**src/rtl/pipe_hazard_ctrl_pkg.sv**
```systemverilog
// Shared pipeline definitions for the hazard sequencer: FSM states, register-index width and the
// zero-register constant.
package pipe_hazard_ctrl_pkg;

    localparam int unsigned PIPE_REG_W = 5;

    localparam logic [PIPE_REG_W-1:0] ZERO_REG = '0;

    typedef enum logic [1:0] {
        StRun     = 2'd0,
        StMemWait = 2'd1,
        StErr     = 2'd2
    } state_e;

    // Width of the timeout counter; kept at least 1 bit so MEM_TMO=0 still elaborates.
    function automatic int unsigned tmo_width(input int unsigned tmo);
        return (tmo == 0) ? 1 : $clog2(tmo + 1);
    endfunction

endpackage

```
**src/rtl/pipe_hazard_ctrl_sat_counter.sv**
```systemverilog
// Saturating up-counter with synchronous clear; holds at all-ones instead of wrapping.
module pipe_hazard_ctrl_sat_counter #(
    parameter int unsigned CNT_W = 16
) (
    input  logic             i_clk,
    input  logic             i_clr,
    input  logic             i_inc,
    output logic [CNT_W-1:0] o_cnt
);

    localparam logic [CNT_W-1:0] CntMax = '1;

    logic [CNT_W-1:0] r_cnt;

    always_ff @(posedge i_clk) begin
        if (i_clr) begin
            r_cnt <= '0;
        end else if (i_inc && (r_cnt != CntMax)) begin
            r_cnt <= r_cnt + CNT_W'(1);
        end
    end

    assign o_cnt = r_cnt;

endmodule

```
**src/rtl/pipe_hazard_ctrl.sv**
```systemverilog
// Stall/flush sequencer for the 5-stage pipeline: load-use stalls, branch flushes, memory waits
// with timeout, plus saturating stall/flush counters.
module pipe_hazard_ctrl
    import pipe_hazard_ctrl_pkg::*;
#(
    parameter int unsigned REG_W   = PIPE_REG_W,
    parameter int unsigned CNT_W   = 16,
    parameter int unsigned MEM_TMO = 64
) (
    input  logic             clk_i,
    input  logic             rst_i,
    input  logic             idex_memrd_i,
    input  logic [REG_W-1:0] idex_rt_i,
    input  logic [REG_W-1:0] ifid_rs_i,
    input  logic [REG_W-1:0] ifid_rt_i,
    input  logic             br_taken_i,
    input  logic             mem_req_i,
    input  logic             mem_ack_i,
    output logic             pc_write_o,
    output logic             ifid_write_o,
    output logic             ifid_flush_o,
    output logic             idex_bubble_o,
    output logic             freeze_o,
    output logic [CNT_W-1:0] stall_cnt_o,
    output logic [CNT_W-1:0] flush_cnt_o,
    output logic             err_o
);

    localparam int unsigned TmoW = tmo_width(MEM_TMO);
    localparam logic [TmoW-1:0] TmoLast = TmoW'((MEM_TMO == 0) ? 0 : MEM_TMO - 1);

    state_e          r_state, w_state_d;
    logic [TmoW-1:0] r_tmo, w_tmo_d;
    logic            r_err, w_err_d;

    logic w_load_use;
    logic w_pc_write, w_ifid_write, w_ifid_flush, w_idex_bubble, w_freeze;

    assign w_load_use = idex_memrd_i && (idex_rt_i != REG_W'(ZERO_REG)) &&
                        ((idex_rt_i == ifid_rs_i) || (idex_rt_i == ifid_rt_i));

    always_comb begin
        w_state_d     = r_state;
        w_tmo_d       = r_tmo;
        w_err_d       = r_err;
        w_pc_write    = 1'b1;
        w_ifid_write  = 1'b1;
        w_ifid_flush  = 1'b0;
        w_idex_bubble = 1'b0;
        w_freeze      = 1'b0;

        unique case (r_state)
            StRun: begin
                if (mem_req_i && !mem_ack_i) begin
                    w_freeze     = 1'b1;
                    w_pc_write   = 1'b0;
                    w_ifid_write = 1'b0;
                    w_state_d    = StMemWait;
                    w_tmo_d      = '0;
                end else if (w_load_use) begin
                    // A taken branch is dropped here; it is re-resolved once the stall clears.
                    w_pc_write    = 1'b0;
                    w_ifid_write  = 1'b0;
                    w_idex_bubble = 1'b1;
                end else if (br_taken_i) begin
                    w_ifid_flush = 1'b1;
                    w_ifid_write = 1'b0;
                end
            end
            StMemWait: begin
                w_freeze     = 1'b1;
                w_pc_write   = 1'b0;
                w_ifid_write = 1'b0;
                if (mem_ack_i) begin
                    w_state_d = StRun;
                    w_tmo_d   = '0;
                end else if ((MEM_TMO != 0) && (r_tmo == TmoLast)) begin
                    w_state_d = StErr;
                    w_err_d   = 1'b1;
                end else begin
                    w_tmo_d = r_tmo + TmoW'(1);
                end
            end
            StErr: begin
                w_freeze     = 1'b1;
                w_pc_write   = 1'b0;
                w_ifid_write = 1'b0;
            end
            default: begin
                w_state_d = StRun;
            end
        endcase

        if (rst_i) begin
            w_pc_write    = 1'b0;
            w_ifid_write  = 1'b0;
            w_ifid_flush  = 1'b1;
            w_idex_bubble = 1'b1;
            w_freeze      = 1'b0;
        end
    end

    always_ff @(posedge clk_i) begin
        if (rst_i) begin
            r_state <= StRun;
            r_tmo   <= '0;
            r_err   <= 1'b0;
        end else begin
            r_state <= w_state_d;
            r_tmo   <= w_tmo_d;
            r_err   <= w_err_d;
        end
    end

    pipe_hazard_ctrl_sat_counter #(
        .CNT_W (CNT_W)
    ) u_stall_cnt (
        .i_clk (clk_i),
        .i_clr (rst_i),
        .i_inc (!w_pc_write),
        .o_cnt (stall_cnt_o)
    );

    pipe_hazard_ctrl_sat_counter #(
        .CNT_W (CNT_W)
    ) u_flush_cnt (
        .i_clk (clk_i),
        .i_clr (rst_i),
        .i_inc (w_ifid_flush),
        .o_cnt (flush_cnt_o)
    );

    assign pc_write_o    = w_pc_write;
    assign ifid_write_o  = w_ifid_write;
    assign ifid_flush_o  = w_ifid_flush;
    assign idex_bubble_o = w_idex_bubble;
    assign freeze_o      = w_freeze;
    assign err_o         = r_err;

endmodule

```
**config.mk**
```make
export PLATFORM = sky130hd
export DESIGN_NAME = pipe_hazard_ctrl
export DESIGN_NICKNAME = d
export VERILOG_FILES = /design/src/rtl/pipe_hazard_ctrl_pkg.sv /design/src/rtl/pipe_hazard_ctrl_sat_counter.sv /design/src/rtl/pipe_hazard_ctrl.sv
export SDC_FILE = /design/constraint.sdc
export NUM_CORES = 1
export LEC_CHECK = 0
export CAP_MARGIN = 20
export CELL_PAD_IN_SITES_DETAIL_PLACEMENT = 0
export CELL_PAD_IN_SITES_GLOBAL_PLACEMENT = 1
export CORE_UTILIZATION = 36
export CTS_CLUSTER_SIZE = 20
export DETAILED_ROUTE_END_ITERATION = 6
export MAX_ROUTING_LAYER = met4
export PLACE_DENSITY_LB_ADDON = 0.1
export SLEW_MARGIN = 20
export SYNTH_ARGS = -nofsm -noshare
export SYNTH_HDL_FRONTEND = slang
export SYNTH_SLANG_ARGS = --single-unit
```
**constraint.sdc**
```tcl
create_clock -name clk_i -period 3.52 [get_ports clk_i]
set_input_delay 0.88 -clock clk_i [delete_from_list [all_inputs] [get_ports clk_i]]
set_output_delay 0.88 -clock clk_i [all_outputs]
set_load 0.005 [all_outputs]
```
==> out/results.ini <==
[synth]
yosys-top-cells-area=dfxtp_1, a21oi_1, xor2_1
synth-simple-area-share=0.305
yosys.area.top_type_share=0.345
synth_fa_ha_area_frac=0.0360
ys_seq_area_frac=0.345
synth-xor-area-share=0.0540
yosysWarningCount=0
syn_inst=299
muxShareOfSynthArea=0.0272
synth_top_family_by_area=simple AND/OR/NAND/NOR gates
synth_ff_type=dfxtp_1
ys_ff_latch=42
async_reset_ff_frac=0
synth_edf_count=0
synth.distinct_cells=49
syn_area_per_cell_um2=8.14
synth_nets=327
synth_compound_area_frac=0.191
yosysTopAreaCell=dfxtp_1
synth_area_um2=2430

[route]
detail_route.wl_per_cell_um=13.4
firstDrtPassIters=6
antenna_left=0
routed_wl_mm=5.98
drc_errors=2
dr.first_iter.drc_count=107
avgViaCountPerCell=5.36
vias=2400

[global_routing]
grt-ovfl-total=0
grt_usage=0.177
antenna_found_initial=0
grt_pass1_wl_mm=10.0
grt_start_max_net_pins=42
grt_pass1_vias=2151

[sta]
fmax_mhz=288
finalSetupViolCount=0
finalWorstSetupSlack_ns=0.0450
hold_viol=0
fin_skew_ns=0.00788
slew-limit-headroom=0.579
finalCriticalPeriod_ns=3.47
period_share=0.987
rsz0062_at_grt=false
finalMaxSlewViolations=0
worst_pin_slew_ns=0.627
setup_tns_ns=0

[finish]
drive_gt1_frac=0.121
insertedDiodeCount=0
multi_input_area_um2=1500
fin_cells=448
fillers=652
design_area_um2=3280
seq_area_um2=841
layout_common_cells=clkdlybuf4s50_1, dfxtp_1, a21oi_1, nor2_1
final_common_cell=clkdlybuf4s50_1
final_nets=398
areaGrowthSynthToFinish_pct=34.7

[placement]
dpl.hpwl_mm=4.31
place_area_um2=3170
gp_congestion=0.746
place_inst=438
io_buffers=58
pre_cts_ws_ns=-0.281

[pwr]
switching_power_mw=0.269
leakage_nw=1.17
cellPowerDensity_nw_per_um2=303
comb_power_share=0.174
clockPowerShare=0.331
switching_share=0.270
seqPwrFrac=0.496
p_int_mw=0.726
vdd_drop_max_uv=183

[clock_network]
cts_max_level=2
cts_root_buf=clkbuf_8
cts-hold-fix-buffers=0
cts_made_buffers=5
cts_tree=done
clkSinkCount=42
cts_buffer_depth=2
clk_pin_slew_ns=0.09
clock_latency_ns=0.29

[critical_path]
start_kind=primary input
critPathMaxFanout=4
slowest_delay_ns=0.56
critPathKind=primary input to output port
cp_slowest_cell=or4_4
end_kind=output port
critPathTopFamily=buffers and inverters
crit_required_ns=2.64
arrival_ns=2.59
cp_cell_sequence=clkdlybuf4s50_1 > or4_4 > o21ai_4 > buf_6 > nor2_2 > a31o_2 > clkdlybuf4s15_1
rrSetupSlack_ns=1.23
crit_buf_inv=3

[status]
status=complete, but fails checks
violations=design-rule violations

[worst_hold_path]
hold_class=flop to flop

[die]
ios=59
core-area_um2=6420
dieArea_um2=7100
die_w_um=84.2
fp.dieH_um=84.2
rows=29
start_util=0.379

[flow_run]
cap_viol_max_count=0

## timing repair
item,in CTS,in global routing
gates resized for setup,9,3
setup endpoints to repair,4,4
pin swaps,3,1
setup buffers,2,0
cloned,0,0
## worst paths after layout
kind / from / to / depth (start not counted)
hold / removal: r_tmo[6] / r_tmo[6] / 1
setup / recovery: idex_rt_i[2] / idex_bubble_o / 7
setup reg to reg: r_state[0] / u_stall_cnt.o_cnt[8] / 10
hold reg to reg: r_tmo[6] / r_tmo[6] / 1
## synth_stat cells, types with 2 or more instances
master,n
or3_1,14
and4_1,2
clkbuf_1,8
dfxtp_1,42
buf_4,2
nor3b_1,2
nand3_1,13
a31o_2,2
nor2_1,26
nand2_1,17
or4_1,9
a31oi_1,2
ha_1,7
and3_1,8
and2_1,3
nand4b_1,2
o31ai_1,9
o21ai_0,12
o211a_1,2
nand2b_1,6
o311ai_0,2
inv_1,10
o21ai_1,2
or2_2,2
nor3_1,9
a21oi_1,29
nor4_1,2
nand4_1,11
nor2b_1,6
mux2_2,5
xor2_1,15
## stage by stage
stage / util / hold slack [ns] / total power, mW
global placement: 0.493 / 0.454 / 0.678
finish: 0.511 / 0.475 / 0.995
floorplan: - / 0.451 / 0.593
CTS: 0.510 / 0.479 / 1.00
detailed placement: 0.493 / 0.467 / 0.677
global route: 0.511 / 0.499 / 1.05
## per-layer routing
layer  share of wire  global-route usage
met5               0                   -
met4          0.0062              0.0423
met3           0.031              0.0324
met2            0.47               0.291
met1            0.49               0.226
## power groups by stage
stage	Clock, mW	Combinational [mW]	Sequential (mW)
final	0.329	0.173	0.493
after global routing	0.362	0.190	0.495
after CTS	0.337	0.175	0.493
after detailed placement	0	0.173	0.504
after global placement	0	0.173	0.505
after floorplan	0	0.0902	0.502
## cell families (layout without fill, tap and decap cells)
logic type	after synthesis	in the layout
compound gates	71	71
xor+xnor	15	15
fa+ha+maj	7	7
buf+inv	23	95
flops	42	42
mux	6	6
simple gates	135	135
## layout make-up
class                           instances  area share
Clock buffer                            7      0.0263
Clock inverter                          1     0.00153
Inverter                               11      0.0126
Multi-Input combinational cell        234       0.459
Sequential cell                        42       0.256
Tap cell                               77      0.0294
Timing Repair Buffer                   76       0.215
## sequential cells by signal, indices dropped and copies added (netlist names)
| signal | cells |
|---|---|
| err_o | 1 |
| r_state | 2 |
| r_tmo | 7 |
| u_flush_cnt.o_cnt | 16 |
| u_stall_cnt.o_cnt | 16 |
(Power assumes the default switching activity.)
